==> src/rtl/noc_pkg.sv <==
// Shared types and helpers for the NoC credit link.
// Holds the per-channel link FSM state encoding and the width function
// used to size the credit counter.
package noc_pkg;

  // Link FSM: IDLE between packets, BODY after a head flit until its tail.
  typedef enum logic [0:0] {
    LINK_IDLE = 1'b0,
    LINK_BODY = 1'b1
  } link_state_e;

  // Width of a counter that must hold values 0..depth inclusive.
  function automatic int cw_of(input int depth);
    return $clog2(depth + 1);
  endfunction

endpackage : noc_pkg

==> src/rtl/noc_link_monitor.sv <==
// Per-channel link monitor: upstream-view credit counter, packet FSM and
// sticky protocol error flags. Optional perf counters when
// NOC_LINK_PERF_EN is defined.
module noc_link_monitor
  import noc_pkg::*;
#(
  parameter int DEST_WIDTH        = 4,
  parameter int FLIT_BUFFER_DEPTH = 4,
  parameter int CW                = cw_of(FLIT_BUFFER_DEPTH)
) (
  input  logic                  clk_noc,
  input  logic                  rst_noc,
  input  logic                  send,
  input  logic                  is_tail,
  input  logic [DEST_WIDTH-1:0] dest,
  input  logic                  credit,
  output logic [CW-1:0]         credit_count,
  output logic                  credit_avail,
  output logic                  pkt_active,
  output logic                  err_underflow,
  output logic                  err_overflow,
  output logic                  err_dest_change
`ifdef NOC_LINK_PERF_EN
  ,
  output logic [31:0]           flit_count,
  output logic [31:0]           pkt_count
`endif
);

  localparam logic [CW-1:0] DEPTH = CW'(FLIT_BUFFER_DEPTH);

  logic [CW-1:0]         count_q, count_d;
  logic                  underflow_set, overflow_set, dest_err_set;
  link_state_e           state_q, state_d;
  logic [DEST_WIDTH-1:0] dest_q, dest_d;

  // Credit counter next value: a send and a returned credit cancel out;
  // otherwise the count clamps at 0 / DEPTH and flags the violation.
  always_comb begin
    // NOTE: every signal assigned here gets a default first so no path
    // leaves it unassigned -- that is what keeps this block latch-free.
    count_d       = count_q;
    underflow_set = 1'b0;
    overflow_set  = 1'b0;
    if (send && !credit) begin
      if (count_q == '0) underflow_set = 1'b1;
      else               count_d = count_q - CW'(1);
    end else if (credit && !send) begin
      if (count_q == DEPTH) overflow_set = 1'b1;
      else                  count_d = count_q + CW'(1);
    end
  end

  // Packet FSM next state: a non-tail flit in IDLE opens a packet and
  // latches its destination; every later flit must match it.
  always_comb begin
    state_d      = state_q;
    dest_d       = dest_q;
    dest_err_set = 1'b0;
    unique case (state_q)
      LINK_IDLE: begin
        if (send && !is_tail) begin
          state_d = LINK_BODY;
          dest_d  = dest;
        end
      end
      LINK_BODY: begin
        if (send) begin
          if (dest != dest_q) dest_err_set = 1'b1;
          if (is_tail)        state_d = LINK_IDLE;
        end
      end
      default: state_d = LINK_IDLE;
    endcase
  end

  // State registers: counter starts full, FSM idle, error flags sticky.
  always_ff @(posedge clk_noc or posedge rst_noc) begin
    // NOTE: state registers use non-blocking assignments so every flop
    // samples pre-edge values regardless of statement order.
    if (rst_noc) begin
      count_q         <= DEPTH;
      state_q         <= LINK_IDLE;
      dest_q          <= '0;
      err_underflow   <= 1'b0;
      err_overflow    <= 1'b0;
      err_dest_change <= 1'b0;
    end else begin
      count_q         <= count_d;
      state_q         <= state_d;
      dest_q          <= dest_d;
      err_underflow   <= err_underflow   | underflow_set;
      err_overflow    <= err_overflow    | overflow_set;
      err_dest_change <= err_dest_change | dest_err_set;
    end
  end

  assign credit_count = count_q;
  assign credit_avail = (count_q != '0);
  assign pkt_active   = (state_q == LINK_BODY);

`ifdef NOC_LINK_PERF_EN
  logic [31:0] flit_cnt_q, pkt_cnt_q;

  // Input-side traffic counters; both wrap naturally at 2^32.
  always_ff @(posedge clk_noc or posedge rst_noc) begin
    if (rst_noc) begin
      flit_cnt_q <= '0;
      pkt_cnt_q  <= '0;
    end else if (send) begin
      flit_cnt_q <= flit_cnt_q + 32'd1;
      if (is_tail) pkt_cnt_q <= pkt_cnt_q + 32'd1;
    end
  end

  assign flit_count = flit_cnt_q;
  assign pkt_count  = pkt_cnt_q;
`endif

endmodule : noc_link_monitor

==> src/rtl/noc_credit_link.sv <==
// NoC router-to-router credit link: NUM_LINKS independent channels, each
// with NUM_PIPELINE register stages on the flit path and on the credit
// return path, plus a link monitor per channel.
// Optional build macro: NOC_LINK_PERF_EN adds flit_count / pkt_count.
module noc_credit_link
  import noc_pkg::*;
#(
  parameter int NUM_LINKS         = 4,
  parameter int FLIT_WIDTH        = 64,
  parameter int DEST_WIDTH        = 4,
  parameter int NUM_PIPELINE      = 2,
  parameter int FLIT_BUFFER_DEPTH = 4
) (
  input  logic                                  clk_noc,
  input  logic                                  rst_noc,
  input  logic [0:NUM_LINKS-1][FLIT_WIDTH-1:0]  data_in,
  input  logic [0:NUM_LINKS-1][DEST_WIDTH-1:0]  dest_in,
  input  logic [0:NUM_LINKS-1]                  is_tail_in,
  input  logic [0:NUM_LINKS-1]                  send_in,
  output logic [0:NUM_LINKS-1]                  credit_out,
  output logic [0:NUM_LINKS-1][FLIT_WIDTH-1:0]  data_out,
  output logic [0:NUM_LINKS-1][DEST_WIDTH-1:0]  dest_out,
  output logic [0:NUM_LINKS-1]                  is_tail_out,
  output logic [0:NUM_LINKS-1]                  send_out,
  input  logic [0:NUM_LINKS-1]                  credit_in,
  output logic [0:NUM_LINKS-1]                  credit_avail,
  output logic [0:NUM_LINKS-1][cw_of(FLIT_BUFFER_DEPTH)-1:0] credit_count,
  output logic [0:NUM_LINKS-1]                  pkt_active,
  output logic [0:NUM_LINKS-1]                  err_underflow,
  output logic [0:NUM_LINKS-1]                  err_overflow,
  output logic [0:NUM_LINKS-1]                  err_dest_change
`ifdef NOC_LINK_PERF_EN
  ,
  output logic [0:NUM_LINKS-1][31:0]            flit_count,
  output logic [0:NUM_LINKS-1][31:0]            pkt_count
`endif
);

  localparam int CW = cw_of(FLIT_BUFFER_DEPTH);

  for (genvar ch = 0; ch < NUM_LINKS; ch++) begin : g_ch

    if (NUM_PIPELINE == 0) begin : g_comb
      // Zero-stage link: straight wires, valids forced low during reset.
      assign send_out[ch]    = send_in[ch]   & ~rst_noc;
      assign credit_out[ch]  = credit_in[ch] & ~rst_noc;
      assign data_out[ch]    = data_in[ch];
      assign dest_out[ch]    = dest_in[ch];
      assign is_tail_out[ch] = is_tail_in[ch];
    end else begin : g_pipe
      logic [NUM_PIPELINE-1:0]                 send_q, credit_q, tail_q;
      logic [NUM_PIPELINE-1:0][FLIT_WIDTH-1:0] data_q;
      logic [NUM_PIPELINE-1:0][DEST_WIDTH-1:0] dest_q;

      // Valid shift registers: reset drops every in-flight flit/credit.
      always_ff @(posedge clk_noc or posedge rst_noc) begin
        if (rst_noc) begin
          send_q   <= '0;
          credit_q <= '0;
        end else begin
          send_q[0]   <= send_in[ch];
          credit_q[0] <= credit_in[ch];
          for (int s = 1; s < NUM_PIPELINE; s++) begin
            send_q[s]   <= send_q[s-1];
            credit_q[s] <= credit_q[s-1];
          end
        end
      end

      // Payload shift registers, qualified downstream by send_q.
      always_ff @(posedge clk_noc) begin
        // NOTE: payload stages carry no reset; their contents are only
        // observed alongside a valid bit, which is reset above.
        data_q[0] <= data_in[ch];
        dest_q[0] <= dest_in[ch];
        tail_q[0] <= is_tail_in[ch];
        for (int s = 1; s < NUM_PIPELINE; s++) begin
          data_q[s] <= data_q[s-1];
          dest_q[s] <= dest_q[s-1];
          tail_q[s] <= tail_q[s-1];
        end
      end

      assign send_out[ch]    = send_q[NUM_PIPELINE-1];
      assign credit_out[ch]  = credit_q[NUM_PIPELINE-1];
      assign data_out[ch]    = data_q[NUM_PIPELINE-1];
      assign dest_out[ch]    = dest_q[NUM_PIPELINE-1];
      assign is_tail_out[ch] = tail_q[NUM_PIPELINE-1];
    end

    // Credits are counted as they reach the upstream router (credit_out).
    noc_link_monitor #(
      .DEST_WIDTH        (DEST_WIDTH),
      .FLIT_BUFFER_DEPTH (FLIT_BUFFER_DEPTH),
      .CW                (CW)
    ) u_mon (
      .clk_noc         (clk_noc),
      .rst_noc         (rst_noc),
      .send            (send_in[ch]),
      .is_tail         (is_tail_in[ch]),
      .dest            (dest_in[ch]),
      .credit          (credit_out[ch]),
      .credit_count    (credit_count[ch]),
      .credit_avail    (credit_avail[ch]),
      .pkt_active      (pkt_active[ch]),
      .err_underflow   (err_underflow[ch]),
      .err_overflow    (err_overflow[ch]),
      .err_dest_change (err_dest_change[ch])
`ifdef NOC_LINK_PERF_EN
      ,
      .flit_count      (flit_count[ch]),
      .pkt_count       (pkt_count[ch])
`endif
    );
  end

endmodule : noc_credit_link

==> config.mk <==
export PLATFORM = sky130hd
export DESIGN_NAME = noc_credit_link
export DESIGN_NICKNAME = d
export VERILOG_FILES = /design/src/rtl/noc_pkg.sv /design/src/rtl/noc_link_monitor.sv /design/src/rtl/noc_credit_link.sv
export SDC_FILE = /design/constraint.sdc
export NUM_CORES = 1
export LEC_CHECK = 0
export CAP_MARGIN = 20
export CORE_AREA = 2 2 234 236
export DETAILED_ROUTE_END_ITERATION = 8
export DIE_AREA = 0 0 236 238
export GPL_ROUTABILITY_DRIVEN = 0
export SYNTH_ARGS = -nofsm -noshare
export SYNTH_HDL_FRONTEND = slang
export SYNTH_SLANG_ARGS = --single-unit
==> constraint.sdc <==
create_clock -name clk_noc -period 2.3 [get_ports clk_noc]
set_input_delay 0.23 -clock clk_noc [delete_from_list [all_inputs] [get_ports clk_noc]]
set_output_delay 0.23 -clock clk_noc [all_outputs]
set_load 0.03 [all_outputs]
### After elaboration in Yosys (flattened, before gate mapping)

Cells that the tools add are included.
W data, S select, Z words.

| word-level totals | value |
|---|---|
| input bits | 286 |
| logic and storage cells | 200 |
| register bits after elaboration | 612 |
| output and inout port bits | 316 |

| cells by class | value |
|---|---|
| add/subtract/negate cells | 8 |
| eq/ne operators | 16 |
| multiplexer cells | 64 |
| reductions and logical operators | 44 |
| bitwise gates (word level) | 16 |

Operators by type and width:

| kind | count |
|---|---|
| $mux W3 | 16 |
| $mux W1 | 44 |
| $ne A4 B4 Y1 | 4 |
| $add A3 B1 Y3 const B | 4 |
| $eq A3 B3 Y1 const B | 4 |
| $logic_and A1 B1 Y1 | 12 |
| $logic_not A1 Y1 | 12 |
| $logic_not A3 Y1 | 4 |
| $or A1 B1 Y1 | 12 |
| $reduce_and A3 Y1 | 4 |
| $reduce_bool A3 Y1 | 4 |
| $sub A3 B1 Y3 const B | 4 |
| $ne A2 B1 Y1 const B | 4 |
| $ne A2 B2 Y1 const B | 4 |
| $pmux W1 S2 | 4 |
| $reduce_and A2 Y1 | 4 |
| $reduce_bool A2 Y1 | 4 |
| $not A1 Y1 | 4 |

### Logic depth before layout (Yosys ltp)

Gate-level depths: netlist of run 1.

| depth | value |
|---|---|
| depth in word-level cells | 5 |
| mapped depth | 7 |
| depth with buffers taken out | 6 |

### Cells and area by module

From an unflattened synthesis of run 1, not the netlist that was laid out.

| unflattened totals | value |
|---|---|
| cell total of the unflattened synthesis | 1065 |
| area total of the unflattened synthesis | 15954.1 um^2 |

By module, submodules not included:

| module | instances | sequential area each (um^2) | cells an instance | area each (um^2) |
|---|---|---|---|---|
| noc_credit_link | 1 | 11451.0 | 853 | 13586.8 |
| noc_link_monitor | 4 | 276.5 | 53 | 591.8 |

### Least setup slack after synthesis of run 1

OpenSTA, ideal clock, no wires.

| timing path | value |
|---|---|
| path kind | reg2reg |
| start | register g_ch[0].u_mon.count_q[0] |
| end | register g_ch[0].u_mon.count_q[2] |
| required time | 2227 ps |
| path slack | 511 ps |
| arrival | 1716 ps |
| library setup time | 73 ps |
| stages on the path, launching flop included | 6 |
| path buffers | 0 |
| clock period less this slack | 1789 ps |
| path through | dfrtp_1 -> inv_1 -> fa_1 -> or3b_1 -> o211ai_1 -> a21boi_1 |

| on the way | value |
|---|---|
| cells in the longest elaborated chain, start to end | 4 |
| elaborated cells on any way between the ends | 11 |
| classes of those cells | add/sub: 2; eq/ne: 3; mux: 4; reduce/logical: 2 |

RTL lines:

| item | RTL line | RTL |
|---|---|---|
| start: declaration | noc_link_monitor.sv:32 | `logic [CW-1:0] count_q, count_d;` |
| start signal: assignment | noc_link_monitor.sv:89 | `count_q <= count_d;` |
| $add A3 B1 Y3 | noc_link_monitor.sv:50 | `else count_d = count_q + CW'(1);` |
| $mux W3 | noc_link_monitor.sv:49 | `if (count_q == DEPTH) overflow_set = 1'b1;` |
| $mux W3 | noc_link_monitor.sv:48 | `end else if (credit && !send) begin` |
| $mux W3 | noc_link_monitor.sv:45 | `if (send && !credit) begin` |

Parallel ways exist; a longest one is shown, timed or not. The select of a mux whose other input is x is not followed.
A chain may end at the register's enable or synchronous reset.

### Worst setup path after layout of run 1

| timing path | value |
|---|---|
| start | register g_ch[3].u_mon.count_q[2] |
| end | output port credit_count[2] in the netlist's numbering |

RTL lines:

| item | RTL line | RTL |
|---|---|---|
| start: declaration | noc_link_monitor.sv:32 |  |
| start signal: assignment | noc_link_monitor.sv:89 |  |
| end: declaration | noc_credit_link.sv:27 | `output logic [0:NUM_LINKS-1][cw_of(FLIT_BUFFER_DEPTH)-1:0] credit_count,` |

No word-level cell between the ends.

==> results of run 1 <==
-- report_power, final --
| part | switching [mW] | internal (mW) | total [mW] |
|---|---|---|---|
| combinational | 1.70 | 1.58 | 3.27 |
| sequential | 0.401 | 11.4 | 11.8 |
| clock | 3.95 | 5.79 | 9.74 |
| total | 6.05 | 18.8 | 24.8 |
-- worst max path at each step --
stage	from	end	slack [ns]
2_1_floorplan	g_ch[0].u_mon.credit_count[0]	g_ch[0].u_mon.credit_count[2]	0.51
3_3_place_gp	send_in[1]	g_ch[1].u_mon.credit_count[2]	0.28
3_5_place_dp	send_in[1]	g_ch[1].u_mon.credit_count[2]	0.24
4_1_cts	g_ch[0].u_mon.credit_count[2]	credit_avail[0]	0.0006
5_1_grt	g_ch[3].u_mon.credit_count[2]	credit_count[2]	0.08
6_report	g_ch[3].u_mon.credit_count[2]	credit_count[2]	0.18
-- per-stage QoR --
stage               cell area [µm²]  power, mW  utilization
detailed placement            20700       15.4        0.386
global placement              20700       15.3        0.386
finish                        22700       24.8        0.424
CTS                           22700       25.2        0.424
floorplan                     16000       14.1            -
global route                  22700       25.9        0.424
-- cell type report --
| cell class | instances | area (µm²) | share of cell area |
|---|---|---|---|
| sequential | 612 | 12600 | 0.553 |
| timing repair buffer | 609 | 6090 | 0.268 |
| clock buffer | 86 | 1810 | 0.0796 |
| multi-input combinational | 129 | 1070 | 0.0470 |
| tap | 696 | 871 | 0.0384 |
| clock inverter | 24 | 221 | 0.00976 |
| inverter | 20 | 75.1 | 0.00331 |
| antenna | 1 | 2.50 | 0.000110 |
-- placed cells by master (no fill, tap or decap), types with 5 or more instances in the layout --
master / instances
clkdlybuf4s50_1: 597
dfxtp_1: 552
clkbuf_16: 65
dfrtp_1: 56
xnor2_1: 20
inv_1: 19
mux2_2: 16
clkinv_2: 13
clkbuf_1: 11
nor2_1: 10
o21ai_0: 10
clkbuf_8: 10
nand2b_1: 6
buf_4: 6
o211ai_1: 5
-- timing repair --
item | in CTS | in global routing
endpoints found under the hold margin | 7 | 0
resized for setup | 3 | 1
endpoints found under the setup margin | 3 | 1
hold buffers | 1 | 0
-- kinds of logic (layout without fill, tap and decap cells) --
family / count (synthesis) / in the layout / share of synthesized area
AO/OA/AOI/OAI: 46 / 46 / 0.0212
buffers and inverters: 328 / 739 / 0.149
adder cells (fa/ha/maj): 4 / 4 / 0.00500
other: 0 / 1 / 0
flip-flops: 612 / 612 / 0.784
AND/OR/NAND/NOR: 36 / 36 / 0.0134
XOR/XNOR: 24 / 24 / 0.0131
multiplexers: 19 / 19 / 0.0139
-- routing by layer --
metal	up-vias	routed length [µm]	global-route usage
met1	3763	13000	0.127
met2	325	18000	0.210
met5	-	0	0
met3	66	3070	0.0463
li1	3790	-	-
met4	0	965	0.0457
-- registers in the layout, indices dropped and copies added, names as in the netlist, named ones only --
signal,flops
g_ch.u_mon.err_underflow,4
dest_out,16
g_ch.g_pipe.data_q,256
data_out,256
g_ch.g_pipe.tail_q,8
g_ch.u_mon.dest_q,16
g_ch.u_mon.err_dest_change,4
g_ch.g_pipe.credit_q,8
g_ch.u_mon.err_overflow,4
g_ch.u_mon.credit_count,12
g_ch.g_pipe.dest_q,16
g_ch.g_pipe.send_q,8
==> flow_summary.yaml, run 1 <==
setup_path:
  worstSetupPathDepth: 1
  worstSetupEndpointType: "primary output"
  timing.reg2reg.setup_slack_ns: 0.45
  worstSetupPathType: "flip-flop to primary output"
  slowest_delay_ns: 0.71
  cp-start-kind: "flip-flop"
  cpLargestDelayFamily: "buffers and inverters"
  crit_path_cell_trace: "clkdlybuf4s50_1"
  worstPathMaxFanout: 7
  critPathArrivalTime_ns: 1.89
  cp_num_buf_inv: 1
  r2r-end: "g_ch[1].u_mon.credit_count[2]"
  cp_slowest_cell: "clkdlybuf4s50_1"
  ff2ff_path_depth: 6
  r2r_start: "g_ch[1].g_pipe.credit_q[1]"
  required_ns: 2.07
run:
  maxCapViolCount: 0
route:
  drtPass1Iterations: 4
  wl_per_cell_um: 16.1
  ant_nets: 0
  drt_wl_total_mm: 35.0
  via_per_inst: 3.65
  drt_iter0_drc: 190
  num_vias: 7944
  drc: 0
hold_path:
  min_to: "g_ch[3].g_pipe.data_q[38]"
  hold_start: "data_in[38]"
  min_path_type: "primary input to flip-flop"
  hold_depth: 1
global_route:
  grt_pass1_vias: 8247
  grt_start_max_net_pins: 31
  grt_pass1_wl_mm: 50.2
  grt_usage: 0.119
  antenna_found_initial: 2
  overflow: 0
synth:
  yosys.area.top_type: "dfxtp_1"
  yosys-top-cells-area: "dfxtp_1 (69%), buf_4 (14%), dfrtp_1 (8.8%), mux2_2 (1.1%), xnor2_1 (1.1%)"
  synthFlopType: "dfxtp_1"
  ys_warn_count: 0
  ys_ff_latch: 612
  post-synth-top-area-fraction: 0.690
  syn-cell-area_um2: 16000
  avgSynthCellArea_um2: 15.0
  synthCells: 1069
  yosysSeqAreaShare: 0.784
  synth.most_common_cell: "dfxtp_1"
  synth_commonest_cells: "dfxtp_1 (552), buf_4 (304), dfrtp_1 (56), inv_1 (20), xnor2_1 (20)"
  synth_enable_flop_cells: 0
  syn-num-nets: 1359
  synth_cell_type_count: 46
  async_flop_share: 0.0980
clock_network:
  clock_path_buffers: 3
  numClockSinks: 612
  cts_tree: "yes"
  clk_pin_slew_ns: 0.06
  insertion_delay_ns: 0.60
  cts_buffers: 60
  cts-htree-levels: 2
  clock-root-buffer: "clkbuf_16"
  post_cts_buffers: 0
finish:
  finalNetCount: 1722
  syn_to_final_growth_pct: 41.7
  fin_cells: 2177
  fillers: 4810
  drive_gt1_frac: 0.0932
floorplanning:
  die_x_um: 236
  num_rows: 85
  core_um2: 53500
  initial_utilization: 0.299
  io_pins: 602
  die_area_um2: 56200
  die-height_um: 238
timing:
  fin_setup_tns_ns: 0
  hold_viol: 0
  hold_slack_ns: 0.0688
  tightestPinTransition_ns: 0.538
  fin_crit_sh: 0.923
  fin_crit_ns: 2.12
  finalMaxSlewViolations: 0
  setup_viol: 0
  final.setup.worst_slack_ns: 0.176
  skew_ns: 0.0121
  relSlewSlack: 0.640
  rsz0062_at_grt: "no"
  clock.fmax_mhz: 471
place:
  pre_cts_slack_ns: 0.241
  dp_hpwl_mm: 27.0
  placed_cells: 2065
  io_buffers: 601
pwr:
  leakagePower_nw: 9.17
  powerDensity_nw_per_um2: 1090
  ir_worst_vdd_mv: 0.910
run_status:
  status: "finished clean"
Power figures use the tool's default switching activity.
==> run 2: changes to the inputs <==
CAP_MARGIN = default   (was 20)
SLEW_MARGIN = 20   (was default)
==> results of run 2 <==
Final layout, timing and power as in run 1 (identical DEF).
